===== config.mk =====
export PLATFORM = sky130hd
export DESIGN_NAME = vector_stack
export DESIGN_NICKNAME = d
export VERILOG_FILES = /design/src/rtl/vector_stack.sv
export SDC_FILE = /design/constraint.sdc
export NUM_CORES = 1
export LEC_CHECK = 0
export CORE_MARGIN = 5
export CORE_UTILIZATION = 45
export CTS_CLUSTER_DIAMETER = 50
export CTS_CLUSTER_SIZE = 8
export DETAILED_ROUTE_END_ITERATION = 6
export PLACE_DENSITY_LB_ADDON = 0.12
export SLEW_MARGIN = 25
export SYNTH_ARGS = -nofsm -noshare
export SYNTH_HDL_FRONTEND = slang
export SYNTH_SLANG_ARGS = --single-unit

===== constraint.sdc =====
create_clock -name clk -period 5 [get_ports clk]
set_input_delay 1 -clock clk [delete_from_list [all_inputs] [get_ports clk]]
set_output_delay 1 -clock clk [all_outputs]
set_load 0.1 [all_outputs]

===== src/rtl/vector_stack.sv =====
// LIFO of activation vectors for the backprop path: push/pop in IDLE, full-stack drain
// in reverse order followed by size-1 zero flush cycles, plus the skew-stage burst marker.
module vector_stack #(
   parameter int unsigned data_size = 16,
   parameter int unsigned size      = 3,
   parameter int unsigned depth     = 8
) (
   input  logic                             clk,
   input  logic                             reset_n,
   input  logic                             push,
   input  logic [data_size*size-1:0]        push_data,
   input  logic                             pop,
   input  logic                             drain,
   output logic [data_size*size-1:0]        out_data,
   output logic                             out_valid,
   output logic                             reset_counter,
   output logic                             busy,
   output logic [$clog2(depth+1)-1:0]       count,
   output logic                             full,
   output logic                             empty,
   output logic                             overflow,
   output logic                             underflow
);

   localparam int unsigned W  = data_size * size;
   localparam int unsigned CW = $clog2(depth + 1);
   localparam int unsigned AW = (depth > 1) ? $clog2(depth) : 1;
   localparam int unsigned FW = (size > 1) ? $clog2(size) : 1;

   typedef enum logic [1:0] {S_IDLE, S_DRAIN, S_FLUSH} state_e;

   state_e          state_q, state_d;
   logic [FW-1:0]   flush_q, flush_d;
   logic [CW-1:0]   count_q, count_d;
   logic [W-1:0]    out_data_q, out_data_d;
   logic            out_valid_q, out_valid_d;
   logic            rc_q, rc_d;
   logic            ovf_q, ovf_d;
   logic            unf_q, unf_d;

   logic [W-1:0]    mem_q [depth];
   logic            wr_en;
   logic [AW-1:0]   wr_idx;
   logic [AW-1:0]   top_idx;

   assign top_idx = AW'(count_q - CW'(1));

   // State register
   always_ff @(posedge clk or negedge reset_n) begin
      if (!reset_n) begin
         state_q     <= S_IDLE;
         flush_q     <= '0;
         count_q     <= '0;
         out_data_q  <= '0;
         out_valid_q <= 1'b0;
         rc_q        <= 1'b0;
         ovf_q       <= 1'b0;
         unf_q       <= 1'b0;
      end else begin
         state_q     <= state_d;
         flush_q     <= flush_d;
         count_q     <= count_d;
         out_data_q  <= out_data_d;
         out_valid_q <= out_valid_d;
         rc_q        <= rc_d;
         ovf_q       <= ovf_d;
         unf_q       <= unf_d;
      end
   end

   // Storage needs no reset: contents are only read below the top pointer.
   always_ff @(posedge clk) begin
      if (wr_en) mem_q[wr_idx] <= push_data;
   end

   // Next-state logic
   always_comb begin
      state_d = state_q;
      flush_d = flush_q;
      case (state_q)
         S_IDLE: begin
            if (drain) begin
               flush_d = '0;
               if (count_q != '0)  state_d = S_DRAIN;
               else if (size > 1)  state_d = S_FLUSH;
            end
         end
         S_DRAIN: begin
            if (count_q == CW'(1)) begin
               flush_d = '0;
               state_d = (size > 1) ? S_FLUSH : S_IDLE;
            end
         end
         S_FLUSH: begin
            if (flush_q == FW'(size - 2)) state_d = S_IDLE;
            else                          flush_d = flush_q + FW'(1);
         end
         default: state_d = S_IDLE;
      endcase
   end

   // Datapath / output control
   always_comb begin
      count_d     = count_q;
      out_data_d  = '0;
      out_valid_d = 1'b0;
      ovf_d       = ovf_q;
      unf_d       = unf_q;
      wr_en       = 1'b0;
      wr_idx      = AW'(count_q);
      case (state_q)
         S_IDLE: begin
            if (drain) begin
               if (push) ovf_d = 1'b1;
            end else if (pop && count_q != '0) begin
               out_data_d  = mem_q[top_idx];
               out_valid_d = 1'b1;
               // Simultaneous push replaces the popped top in place.
               if (push) begin
                  wr_en  = 1'b1;
                  wr_idx = top_idx;
               end else begin
                  count_d = count_q - CW'(1);
               end
            end else begin
               if (pop) unf_d = 1'b1;
               if (push) begin
                  if (count_q != CW'(depth)) begin
                     wr_en   = 1'b1;
                     count_d = count_q + CW'(1);
                  end else begin
                     ovf_d = 1'b1;
                  end
               end
            end
         end
         S_DRAIN: begin
            out_data_d  = mem_q[top_idx];
            out_valid_d = 1'b1;
            count_d     = count_q - CW'(1);
            if (push) ovf_d = 1'b1;
         end
         S_FLUSH: begin
            if (push) ovf_d = 1'b1;
         end
         default: ;
      endcase
      rc_d = out_valid_d & ~out_valid_q;
   end

   assign out_data      = out_data_q;
   assign out_valid     = out_valid_q;
   assign reset_counter = rc_q;
   assign busy          = (state_q != S_IDLE);
   assign count         = count_q;
   assign full          = (count_q == CW'(depth));
   assign empty         = (count_q == '0);
   assign overflow      = ovf_q;
   assign underflow     = unf_q;

endmodule


==> results_dict.tcl <==
set metrics [dict create \
    cts_sinks 444 \
    maxCapViolations 0 \
    core_area_um2 36700 \
    ys_ff_latch 444 \
    crit_type "reg -> out" \
    hp-class "reg -> reg" \
    vias 8260 \
    maxSlewViolCount 0 \
    status "completed" \
    cts.repair.resized 0 \
    peakVddDrop_mv 0.432 \
    wl_per_cell_um 23.6 \
    cp-start-kind "flip-flop" \
    clk_path_buf_depth 3 \
    insertion_delay_ps 560 \
    fin_setup_tns_ps 0 \
    grt_pass1_wl_um 55400 \
    synthesis.nets 894 \
    grt_util_met1_pct 24.8 \
    start_util_pct 45.6 \
    ys.flop_type "edfxtp_1" \
    crit_path_end_kind "output port" \
    port_buffers 111 \
    post-dp-hpwl_um 18300 \
    cts_hold_buf 0 \
    cts_setup_buffers 0 \
    dieWidth_um 203 \
    pin_count 112 \
    relSlewSlack_pct 32.8 \
    routed_wl_um 35600 \
    max_slew.worst_pin.slew_ps 1010 \
    p_per_area_nw_per_um2 659 \
    total_power_uw 13600 \
    dr.first_iter.drc_count 513 \
    grt_max_degree 105 \
    root_buffer "clkbuf_16" \
    ant_nets 0 \
    synth-edff-count 384 \
    grt_use_total_pct 17.7 \
    placed_area_um2 18500 \
    ys_seq_area_share_pct 77.9 \
    dr.pass1.iters 7 \
    rsz0062_at_grt "false" \
    yosysWarnings 0 \
    setup_violations 0 \
    max_freq_ghz 0.251 \
    avgSynthCellArea_um2 20.1 \
    gp_congestion 0.721 \
    clk_pin_slew_ps 50 \
    syn-instance-count 833 \
    required_ps 4000 \
    crit_arrival_ps 2990 \
    htree_levels 3 \
    drive_above_1_share_pct 20.5 \
    finalClockSkew_ps 14.0 \
    total_leakage_power_uw 0.00694 \
    grt_overflow 0 \
    grt_pass1_vias 8969 \
    min_period_ps 3990 \
    use_met3_pct 3.87 \
    period_share_pct 79.7 \
    final_cell_area_um2 20600 \
    final_cell_mix "edfxtp_1 (384), clkdlybuf4s50_1 (109), nand2_1 (103), mux4_2 (96), clkbuf_16 (69)" \
    via_per_inst 5.49 \
    grt_use_met2_pct 28.5 \
    final_common_cell "edfxtp_1" \
    antennaDiodeCount 0 \
    grt-busiest-layer "met2" \
    die-height_um 203 \
    die-area_um2 41100 \
    netlist_area_um2 16700 \
    finalHoldViolCount 0 \
    async_flop_share_pct 13.5 \
    cts_tree "yes" \
    nets 1047 \
    core.rowCount 70 \
    cts_buffers 68 \
    cp_max_fo 11 \
    antenna_found_initial 1 \
    drc 0 \
    area_growth_syn_to_layout_pct 23.0 \
    ys_types 47 \
]
[metrics by stage]
step	utilization, %	cells	hold slack (ps)	setup slack, ps
floorplan	-	833	486	-486
global placement	50.5	1384	410	988
detailed placement	50.5	1384	419	987
CTS	56.1	1505	426	965
global route	56.1	1505	441	853
finish	56.1	1505	418	1010
[metal layers]
| metal | part of all wire, % | vias to the layer above | routed length (µm) |
|---|---|---|---|
| met5 | 0.025 | - | 9 |
| met4 | 1.6 | 2 | 561 |
| met3 | 5.7 | 46 | 2020 |
| met2 | 49 | 245 | 17500 |
| met1 | 44 | 4321 | 15500 |
| li1 | - | 3646 | - |
[final cells by class]
class | instances | area, µm²
Tap cell | 468 | 586
Timing Repair Buffer | 127 | 1340
Inverter | 13 | 48.8
Fill cell | 2811 | 16100
Clock buffer | 109 | 1880
Sequential cell | 444 | 13000
Clock inverter | 12 | 160
Multi-Input combinational cell | 332 | 3540
[power by group]
part / total, µW / internal [µW] / switching, µW
Sequential: 4500 / 4380 / 129
Combinational: 4790 / 1670 / 3120
Clock: 4270 / 2720 / 1560
[critical path, cell delays in order (launching register included)]
cell,delay (ps)
dfrtp_1,500
inv_1,180
ha_4,260
and3b_1,310
clkdlybuf4s50_1,1180
[cells by family after synthesis]
logic type | Yosys count | synth area share, %
DFF | 444 | 77.9
and+or+nand+nor | 144 | 3.73
muxes | 97 | 13.0
AOI/OAI and AO/OA | 77 | 2.86
buffers and inverters | 57 | 1.63
adders and majority gates | 8 | 0.598
xor gates and xnor gates | 6 | 0.314
[sequential cells by signal, summed over array words and instances (netlist names)]
register / flops
state_q: 2
out_valid: 1
underflow: 1
flush_q: 2
reset_counter: 1
out_data: 48
mem_q: 384
count: 4
overflow: 1
[Yosys cell counts, types with 2 or more instances]
library cell  instances  area [µm²]
nor2_1               10        37.5
or3b_1                2        17.5
xnor2_1               3        26.3
buf_6                 2        22.5
edfxtp_1            384       11500
nor4_1                4        25.0
o21ai_1               2        10.0
nand2_1             103         387
clkbuf_1             11        41.3
mux4_2               96        2160
inv_1                11        41.3
o21ai_0               4        20.0
nand3_1               5        25.0
buf_4                 5        37.5
a211oi_1              6        45.0
buf_1                 6        22.5
nor2b_1               5        31.3
xor2_1                3        26.3
nand4_1               2        12.5
nand2b_1              3        18.8
dfrtp_1              60        1500
nor3_1                2        10.0
ha_1                  8         100
and3b_1               2        17.5
nand3b_1              2        15.0
or3_1                 2        12.5
a311oi_1              2        17.5
a21oi_1              49         245
buf_2                20         100
o311ai_0              2        17.5
[worst paths after layout]
path / start / endpoint / slack, ps / depth (start not counted)
max: count[1]$_DFFE_PN0P_ / full / 1010 / 4
min in group asynchronous: reset_n / out_data[46]$_DFF_PN0_ / 570 / 1
max in group asynchronous: reset_n / count[0]$_DFFE_PN0P_ / 3780 / 1
min reg2reg: out_valid$_DFF_PN0_ / reset_counter$_DFF_PN0_ / 420 / 1
max reg2reg: count[1]$_DFFE_PN0P_ / mem_q[0][31]$_DFFE_PP_ / 1660 / 8
min: out_valid$_DFF_PN0_ / reset_counter$_DFF_PN0_ / 420 / 1
No activity file was read; power rests on OpenSTA's default activity.
